$ cat src/rtl/gcd_pkg.sv
// Shared types for the GCD engine.
package gcd_pkg;

    typedef enum logic [1:0] {
        GCD_IDLE = 2'd0,
        GCD_CALC = 2'd1,
        GCD_DONE = 2'd2
    } gcd_state_t;

endpackage

$ cat src/rtl/gcd_step.sv
// One subtractive Euclid step: either a terminal result or the reduced operand pair.
module gcd_step #(
    parameter int unsigned BusSize = 8
) (
    input  logic [BusSize-1:0] a_i,
    input  logic [BusSize-1:0] b_i,
    output logic [BusSize-1:0] next_a_o,
    output logic [BusSize-1:0] next_b_o,
    output logic               term_o,
    output logic [BusSize-1:0] term_val_o
);

    // Priority: zero operands first, then equality, then subtract the smaller from the larger.
    always_comb begin
        next_a_o   = a_i;
        next_b_o   = b_i;
        term_o     = 1'b0;
        term_val_o = '0;
        if (a_i == '0) begin
            term_o     = 1'b1;
            term_val_o = b_i;
        end else if (b_i == '0) begin
            term_o     = 1'b1;
            term_val_o = a_i;
        end else if (a_i == b_i) begin
            term_o     = 1'b1;
            term_val_o = a_i;
        end else if (a_i > b_i) begin
            next_a_o = a_i - b_i;
        end else begin
            next_b_o = b_i - a_i;
        end
    end

endmodule

$ cat src/rtl/gcd_engine.sv
// Multi-cycle subtractive GCD engine with valid/ready handshakes on both sides.
// Optional iteration counter output enabled by defining GCD_CYCLE_CNT_EN.
module gcd_engine
    import gcd_pkg::*;
#(
    parameter int unsigned BusSize = 8
) (
    input  logic               clk_i,
    input  logic               rst_i,
    input  logic               in_valid_i,
    output logic               in_ready_o,
    input  logic [BusSize-1:0] A_i,
    input  logic [BusSize-1:0] B_i,
    output logic               out_valid_o,
    input  logic               out_ready_i,
`ifdef GCD_CYCLE_CNT_EN
    output logic [BusSize-1:0] cycles_o,
`endif
    output logic [BusSize-1:0] result_o
);

    gcd_state_t         state_q, state_d;
    logic [BusSize-1:0] a_q, a_d;
    logic [BusSize-1:0] b_q, b_d;
    logic [BusSize-1:0] result_q, result_d;

    logic [BusSize-1:0] step_a, step_b, step_val;
    logic               step_term;

    gcd_step #(
        .BusSize(BusSize)
    ) u_step (
        .a_i       (a_q),
        .b_i       (b_q),
        .next_a_o  (step_a),
        .next_b_o  (step_b),
        .term_o    (step_term),
        .term_val_o(step_val)
    );

`ifdef GCD_CYCLE_CNT_EN
    logic [BusSize-1:0] cnt_q, cnt_d;
    logic [BusSize-1:0] cycles_q, cycles_d;

    // Step counter: cleared on accept, saturating count of subtraction steps, latched at finish.
    always_comb begin
        cnt_d    = cnt_q;
        cycles_d = cycles_q;
        if (state_q == GCD_IDLE && in_valid_i) begin
            cnt_d = '0;
        end else if (state_q == GCD_CALC) begin
            if (step_term) begin
                cycles_d = cnt_q;
            end else if (cnt_q != '1) begin
                cnt_d = cnt_q + 1'b1;
            end
        end
    end

    // Counter registers.
    always_ff @(posedge clk_i) begin
        if (rst_i) begin
            cnt_q    <= '0;
            cycles_q <= '0;
        end else begin
            cnt_q    <= cnt_d;
            cycles_q <= cycles_d;
        end
    end

    assign cycles_o = cycles_q;
`endif

    // Next-state and datapath control; handshake outputs depend only on the state register.
    always_comb begin
        state_d     = state_q;
        a_d         = a_q;
        b_d         = b_q;
        result_d    = result_q;
        in_ready_o  = 1'b0;
        out_valid_o = 1'b0;
        unique case (state_q)
            GCD_IDLE: begin
                in_ready_o = 1'b1;
                if (in_valid_i) begin
                    a_d     = A_i;
                    b_d     = B_i;
                    state_d = GCD_CALC;
                end
            end
            GCD_CALC: begin
                if (step_term) begin
                    result_d = step_val;
                    state_d  = GCD_DONE;
                end else begin
                    a_d = step_a;
                    b_d = step_b;
                end
            end
            GCD_DONE: begin
                out_valid_o = 1'b1;
                if (out_ready_i) begin
                    state_d = GCD_IDLE;
                end
            end
            default: begin
                state_d = GCD_IDLE;
            end
        endcase
    end

    // State, operand and result registers.
    always_ff @(posedge clk_i) begin
        if (rst_i) begin
            state_q  <= GCD_IDLE;
            a_q      <= '0;
            b_q      <= '0;
            result_q <= '0;
        end else begin
            state_q  <= state_d;
            a_q      <= a_d;
            b_q      <= b_d;
            result_q <= result_d;
        end
    end

    assign result_o = result_q;

endmodule

$ cat config.mk
export PLATFORM = sky130hd
export DESIGN_NAME = gcd_engine
export DESIGN_NICKNAME = d
export VERILOG_FILES = /design/src/rtl/gcd_pkg.sv /design/src/rtl/gcd_step.sv /design/src/rtl/gcd_engine.sv
export SDC_FILE = /design/constraint.sdc
export NUM_CORES = 1
export LEC_CHECK = 0
export ABC_AREA = 0
export ABC_CLOCK_PERIOD_IN_PS = 4600
export BUFFER_PORTS_ARGS = -buffer_cell sky130_fd_sc_hd__buf_2
export CAP_MARGIN = 20
export CORE_MARGIN = 1.5
export CORE_UTILIZATION = 33
export CTS_BUF_LIST = sky130_fd_sc_hd__clkbuf_8
export DETAILED_ROUTE_END_ITERATION = 16
export PLACE_DENSITY = 0.52
export RECOVER_POWER = 25
export SLEW_MARGIN = 20
export SYNTH_ARGS = -nofsm -noshare
export SYNTH_HDL_FRONTEND = slang
export SYNTH_HIERARCHICAL = 1
export SYNTH_SLANG_ARGS = --single-unit
$ cat constraint.sdc
create_clock -name clk_i -period 4.6 [get_ports clk_i]
set_input_delay 0.92 -clock clk_i [delete_from_list [all_inputs] [get_ports clk_i]]
set_output_delay 0.92 -clock clk_i [all_outputs]
set_load 0.02 [all_outputs]
# == Word level (Yosys, flattened, before mapping) ==
# Cells that the tools add are included.
# word_totals
register_bits,26
elab_cells,53
input_bits,20
output_inout_bits,10
# classes
add_sub_neg,2
n_eq_ne,12
n_mux,26
magnitude_cmp,1
n_reduce_logical,8
# ops
operator,n
$mux W8,15
$pmux W8 S2,2
$logic_not A8 Y1,2
$ne A2 B2 Y1 const B,8
$sub A8 B8 Y8,2
$reduce_and A7 Y1,2
$eq A8 B8 Y1,1
$gt A8 B8 Y1,1
$mux W2,3
$pmux W2 S3,1
$mux W1,5
$reduce_and A3 Y1,1
$eq A2 B1 Y1 const B,1
$eq A2 B2 Y1 const B,1
$logic_not A2 Y1,1
$ne A2 B1 Y1 const B,1
$reduce_and A2 Y1,1
$reduce_bool A2 Y1,1

# == Depth between registers and ports, before layout ==
# Gate-level depths: netlist (run 1).
# depth
depth_word,7
ltp_mapped,11
ltp_nobuf,10

# == By module ==
# Netlist (run 1), hierarchy kept.
# by_module_without_submodules
mod,cells_per_inst,area_per_inst_um2,seq_area_each_um2,n_inst
gcd_engine,125,1166.1,520.5,1
gcd_step,154,1122.3,0.0,1

# == Worst setup path before layout (run 1) ==
# Ideal clock, no wire load.
# synth_timing
kind,register to register
from,reg a_q[0]
to,reg b_q[0]
setup_slack_ps,2188
path_stages_with_launch,12
setup_time_ps,103
n_path_buf,1
t_required_ps,4497
arrival_time_ps,2309
synth_period_minus_slack_ps,2412
cell_sequence,dfxtp_1 -> inv_1 -> ha_1 -> fa_1 -> nand2b_1 -> a21o_1 -> a21oi_1 -> or3_4 -> buf_8 -> mux2i_1 -> nor2_1 -> a2111oi_2
# synth_via
elab_chain_cells,7
word_cells_on_any_way,18
cone_classes,add/sub (1); order compare (1); eq/ne (5); mux (9); reduce/logical (2)
# synth_rtl
element,line_no,rtl
from (decl),gcd_engine.sv:23,"logic [BusSize-1:0] a_q, a_d;"
from (signal assigned),gcd_engine.sv:116,a_q <= '0;
from (signal assigned),gcd_engine.sv:121,a_q <= a_d;
$sub A8 B8 Y8,gcd_step.sv:31,next_b_o = b_i - a_i;
$mux W8,gcd_step.sv:28,end else if (a_i > b_i) begin
$mux W8,gcd_step.sv:25,end else if (a_i == b_i) begin
$mux W8,gcd_step.sv:22,end else if (b_i == '0) begin
$mux W8,gcd_step.sv:19,if (a_i == '0) begin
named net step_b[0],gcd_engine.sv:27,"logic [BusSize-1:0] step_a, step_b, step_val;"
$mux W8,gcd_engine.sv:92,if (step_term) begin
$pmux W8 S2,gcd_engine.sv:82,unique case (state_q)
to (signal assigned),gcd_engine.sv:117,b_q <= '0;
to (signal assigned),gcd_engine.sv:122,b_q <= b_d;
to (decl),gcd_engine.sv:24,"logic [BusSize-1:0] b_q, b_d;"
# The timed path passes the listed nets, and every way through them passes these cells. The select of a mux whose other input is x is not followed.
# A chain may end at the register's enable or synchronous reset.

# == Final worst setup path (run 1) ==
# layout_timing
from,reg a_q[5]
to,reg a_q[3]
# layout_via
elab_chain_cells,6
word_cells_on_any_way,11
cone_classes,order compare (1); eq/ne (5); mux (3); reduce/logical (2)
# layout_rtl
element,line_no
$eq A8 B8 Y1,gcd_step.sv:25
$mux W1,gcd_step.sv:25
$mux W1,gcd_step.sv:22
$mux W1,gcd_step.sv:19
$ne A2 B2 Y1 (no line),-
$reduce_and A7 Y1 (no line) *,-
# Every way passes the cells marked *; elsewhere a longest branch is shown, timed or not.

==> impl_metrics.yaml, run 1 <==
run_status:
  status: "complete, no violations"
layout:
  syn2layout_area_growth_pct: 8.420
  final_net_count: 334
  layout-drive-gt1-share: 0.1588
  finalCoreUtilization: 0.3672
  n_antenna_cell: 0
critical_path:
  slowest_stage: "o31ai_1"
  cp_data_required_time_ns: 4.78
  start_kind: "register"
  path_class: "reg -> reg"
  worstPathCellList: "inv_1 -> ha_1 -> a21oi_1 -> o31ai_1 -> o21bai_2 -> o41ai_1 -> nor2_1 -> a2111oi_2"
  critPathMaxFanout: 15
  worstPathArrival_ns: 3.36
  cp_num_buf_inv: 1
  cpLargestDelayFamily: "compound AO/OA/AOI/OAI gates"
  cp-end-kind: "register"
  cpPeakStageDelay_ns: 0.64
floorplan:
  dieArea_sq_um: 7443
  die_x_um: 86.28
  fp.dieH_um: 86.28
  pin_count: 30
  num_rows: 30
  core_sq_um: 6756
  start_util: 0.3387
timing:
  slew_violations: 0
  fin_crit_sh: 0.6895
  post-route-min-period_ns: 3.172
  finClkSkew_ns: 0.009012
  maxSlewHeadroom: 0.4907
  hold_viol: 0
  setup_viol: 0
  setup_tns_ns: 0
  grt_setup_unrepaired: "false"
  worst_pin_slew_ns: 0.7574
  max_freq_mhz: 315.3
detailed_routing:
  routed_wl_um: 6145
  drc: 0
  firstDrtPassIters: 4
  vias_per_cell: 5.476
  ant_nets: 0
  drtIter0Drc: 80
  vias: 2059
  wl_per_cell_um: 16.34
synthesis:
  synth_seq_cells: 26
  netlist_area_sq_um: 2288
  synth.net_count: 316
  synth-compound-area-share: 0.2745
  synth_top_family_by_area: "compound AO/OA/AOI/OAI gates"
  synth_cells: 279
  synth-main-ff-cell: "dfxtp_1"
  synth_top_area_cell: "dfxtp_1"
  synthAdderAreaFrac: 0.09951
  synth_area_leaders: "dfxtp_1 (23%), nor2_1 (8.5%), ha_1 (8.2%)"
  async_reset_ff_frac: 0
  syn_avg_cell_area_sq_um: 8.202
  synth_edf_count: 0
  yosys.area_share.simple: 0.2056
  synthMuxAreaShare: 0.07326
  yosysSeqAreaShare: 0.2274
  yosys_warnings: 6
  netlist.area_leader.share: 0.2274
  synth_xor_area_frac: 0.01148
  ys_types: 56
clocking:
  cts-root-buf: "clkbuf_8"
  cts_tree: "yes"
  clkTransAtPathRegs_ns: 0.10
  htreeDepth: 1
  cts_setup_buffers: 0
  postCtsResizedCells: 0
  ctsHoldBuffers: 0
  insertion_delay_ns: 0.28
  cts_sinks: 26
  numCtsBuffers: 3
  ctsLongestPathBuffers: 2
global_route:
  antenna_found_initial: 0
  grt_pass1_vias: 1910
  grt_pass1_wl_um: 10120
  grt_start_max_net_pins: 27
  grt_usage: 0.1707
  gr-total-overflow: 0
flow_run:
  cap_violations: 0
place:
  portBuffers: 29
  gp_congestion: 0.8662
  hpwl_um: 4679
min_path:
  hold_class: "reg -> reg"
power_and_ir_drop:
  peakVddDrop_v: 0.0002906
  power.density_nw_per_um2: 881.5
  power.leakage_uw: 0.001072
## cell usage in the layout, fill, tap and decap left out, types with 2 or more instances in the layout
master,netlist,layout
o31a_1,2,2
a22o_1,8,8
nand3b_1,3,3
nor3_1,5,5
nor2_1,52,52
nor2b_1,2,2
or3_1,5,5
a21boi_0,2,2
buf_2,3,20
nand4_1,3,3
clkbuf_1,6,9
a2111oi_0,6,6
o21a_1,5,5
nand2b_1,3,3
a211oi_1,3,3
ha_1,15,15
a21oi_1,9,9
a31oi_1,3,3
xnor2_1,2,2
o21ai_0,7,7
o31ai_1,4,4
dfxtp_1,26,26
nand2_1,8,8
fa_1,2,2
a2111oi_2,11,11
or4_1,3,3
inv_1,35,35
mux2i_1,13,13
clkbuf_8,0,3
or3b_1,2,2
## cell families after synthesis
group	count (synthesis)
AO/OA/AOI/OAI	71
flip-flops	26
XOR/XNOR	3
multiplexers	16
AND/OR/NAND/NOR	94
buffers and inverters	52
adder cells (fa/ha/maj)	17
## sequential cells by signal, summed over array words and instances, names as in the netlist
name	count
result_o	8
state_q	2
b_q	8
a_q	8
## cell type report
type	instances	area, sq um
multi-input cells	201	1520
well taps	80	100.1
clock inverters	1	30.03
inverters	36	135.1
fillers	736	4275
repair buffers	29	133.9
clock buffers	3	41.29
flip-flops and latches	26	520.5
## synthesized netlist by cell type (3+ instances only)
cell type,count
nor2_1,52
inv_1,35
dfxtp_1,26
ha_1,15
mux2i_1,13
a2111oi_2,11
a21oi_1,9
a22o_1,8
nand2_1,8
o21ai_0,7
a2111oi_0,6
clkbuf_1,6
nor3_1,5
o21a_1,5
or3_1,5
o31ai_1,4
a211oi_1,3
a31oi_1,3
buf_2,3
buf_4,3
nand2b_1,3
nand3b_1,3
nand4_1,3
or4_1,3
## per-layer routing
layer / vias up / part of all wire / track usage
met4: 0 / 0.0065 / 0.02199
met1: 975 / 0.49 / 0.2504
li1: 1027 / - / -
met5: - / 0 / 0
met3: 6 / 0.049 / 0.02571
met2: 51 / 0.45 / 0.2713
## worst reg2reg max path: cells and delay by family (launching register included)
kind	cells	cell delay [ns]
AOI/OAI and AO/OA	5	1.89
adders and majority gates	1	0.54
buffers and inverters	1	0.08
DFF	1	0.46
and+or+nand+nor	1	0.12
## path summary, 6_finish.rpt
path,cells past startpoint,slack (ns),start,to
setup / recovery,8,1.43,a_q[5],a_q[3]
hold reg to reg,2,0.51,result_o[3],result_o[3]
hold / removal,2,0.51,result_o[3],result_o[3]
setup reg to reg,8,1.43,a_q[5],a_q[3]
## where the power goes
group | switching (uW) | internal [uW]
clock | 78.1 | 117
combinational | 932 | 669
sequential | 104 | 288
## metrics by stage
step	hold slack (ns)	power, uW	std cells	instance area, sq um	worst slack (ns)
after floorplan	0.4771	1720	279	2288	2.188
after global placement	0.4717	1989	372	2421	1.538
after detailed placement	0.4853	1988	372	2421	1.517
after CTS	0.5106	2194	376	2492	1.482
after global routing	0.5332	2389	376	2481	1.099
final	0.5050	2187	376	2481	1.428
Note: power is estimated with default switching activity, not from simulation.
==> run 2: changes to the inputs <==
ABC_CLOCK_PERIOD_IN_PS = 3280   (was 4600)
clock period = 3.28 ns   (was 4.6 ns; I/O delays follow)
==> run 2 against run 1 <==
Non-clock buffer count rose by 5. Clock skew decreased by 0.0039 ns. Flip-flop and latch count did not move. Die area unchanged. Sequential share of layout area decreased by 0.19 points. Via count down 1.7%. Final area rose by 0.91%. Register-to-register slack worse by 1.1 ns. Final cell count grew 1.3%. Total power up 39%. Combinational power is 42% higher. Clock power is 9% higher. Largest power group unchanged. Highest routed layer unchanged.
==> impl_metrics.yaml, run 2 (synthesis gave the netlist of run 1 again) <==
floorplan:
  dieArea_sq_um: 7443
  start_util: 0.3387
  pin_count: 30
  num_rows: 30
  die_x_um: 86.28
  core_sq_um: 6756
  fp.dieH_um: 86.28
power_and_ir_drop:
  peakVddDrop_v: 0.0003955
  seqPwrFrac: 0.179
  netSwitchingFraction: 0.5124
  power.density_nw_per_um2: 1214
  power_frac_clock: 0.070
  internal-power_uw: 1482
  switchingPower_uw: 1558
  power.leakage_uw: 0.001092
  p_comb_frac: 0.751
place:
  gp_congestion: 0.8201
  hpwl_um: 4684
  dp_worst_setup_slack_ns: 0.3979
  portBuffers: 29
global_route:
  grt_pass1_wl_um: 10190
  gr-total-overflow: 0
  grt_pass1_vias: 1975
  antenna_found_initial: 0
  grt_start_max_net_pins: 27
  grt_usage: 0.1738
timing:
  finClkSkew_ns: 0.005086
  grt_setup_unrepaired: "false"
  fin_crit_sh: 0.8881
  post-route-min-period_ns: 2.913
  setup_ws_ns: 0.3670
  maxSlewHeadroom: 0.5843
  max_freq_mhz: 343.3
  worst_pin_slew_ns: 0.6236
  hold_viol: 0
  setup_viol: 0
  setup_tns_ns: 0
  slew_violations: 0
layout:
  final_common_cell: "nor2_1"
  layout-drive-gt1-share: 0.1761
  syn2layout_area_growth_pct: 9.404
  n_antenna_cell: 0
  final_net_count: 339
  mostFrequentLayoutCells: "nor2_1 (52), inv_1 (35), dfxtp_1 (26), buf_2 (21), ha_1 (15)"
  fill_cells: 710
critical_path:
  start_kind: "register"
  ff2ff_path_depth: 8
  cpPeakStageDelay_ns: 0.55
  critPathMaxFanout: 15
  path_class: "reg -> reg"
  worstPathArrival_ns: 3.09
  cp_data_required_time_ns: 3.46
  worstPathCellList: "inv_1 -> ha_1 -> a21oi_1 -> o31ai_1 -> o21bai_2 -> o41ai_1 -> nor2_1 -> a2111oi_2"
  cp-end-kind: "register"
  slowest_stage: "ha_1"
detailed_routing:
  drtIter0Drc: 116
  drc: 0
  firstDrtPassIters: 4
  ant_nets: 0
  vias: 2024
  vias_per_cell: 5.312
  wl_per_cell_um: 15.94
  routed_wl_um: 6074
clocking:
  ctsHoldBuffers: 0
  insertion_delay_ns: 0.27
  cts_sinks: 26
  numCtsBuffers: 3
  cts_tree: "yes"
  htreeDepth: 1
  cts_setup_buffers: 0
  ctsLongestPathBuffers: 2
  cts-root-buf: "clkbuf_8"
  clkTransAtPathRegs_ns: 0.10
  postCtsResizedCells: 0
min_path:
  hold-path-cell-count: 2
  hold_class: "reg -> reg"
run_status:
  status: "complete, no violations"
flow_run:
  cap_violations: 0
[run 2: changes by cell type in the layout (fill, tap and decap cells not counted)]
| cell | change |
|---|---|
| clkbuf_8 | +1 |
| clkbuf_1 | -1 |
| buf_4 | +5 |
| buf_2 | +1 |
| bufinv_16 | -1 |
[run 2: metrics by stage]
step           total power, uW  instances  cell area (sq um)  utilization  hold slack [ns]
2_1_floorplan             2412        279               2288            -           0.4771
3_3_place_gp              2826        377               2459       0.3639           0.4727
3_5_place_dp              2818        377               2459       0.3639           0.4827
4_1_cts                   3040        381               2514       0.3720           0.5049
5_1_grt                   3330        381               2504       0.3706           0.5562
6_report                  3040        381               2504       0.3706           0.5030
[run 2: power groups by stage]
stage          clock network (uW)  registers [uW]  logic, uW
6_report                      213             544       2280
5_1_grt                       231             557       2540
4_1_cts                       219             543       2280
3_5_place_dp                    0             551       2270
3_3_place_gp                    0             552       2270
2_1_floorplan                   0             508       1900
[run 2: final cells by class]
| cell class | instances | area (sq um) | share of cell area |
|---|---|---|---|
| clock buffer | 4 | 55.05 | 0.02199 |
| timing repair buffer | 34 | 172.7 | 0.06897 |
| sequential | 26 | 520.5 | 0.2079 |
| multi-input combinational | 201 | 1520 | 0.6072 |
| inverter | 36 | 135.1 | 0.05397 |
| tap | 80 | 100.1 | 0.03998 |
[run 2: layer usage]
layer  vias to the layer above  track usage  share of wire  wire length [um]
li1                       1033            -              -                 -
met1                       936       0.2483           0.51              3091
met2                        47       0.2756           0.43              2608
met3                         8      0.02762          0.043               263
met4                         0      0.03959          0.018               110
met5                         -            0              0                 0
[run 2: path summary, 6_finish.rpt]
| kind | startpoint | to | slack [ns] |
|---|---|---|---|
| worst min-delay path | result_o[4] | result_o[4] | 0.50 |
| worst max-delay path | a_q[5] | a_q[3] | 0.37 |
| worst min register to register | result_o[4] | result_o[4] | 0.50 |
| worst max register to register | a_q[5] | a_q[3] | 0.37 |
[run 2: critical path: cells and delay by family (launching register included)]
kind	cells	cell delay (ns)
compound gates	5	1.63
simple gates	1	0.10
buf+inv	1	0.07
flops	1	0.46
fa+ha+maj	1	0.55
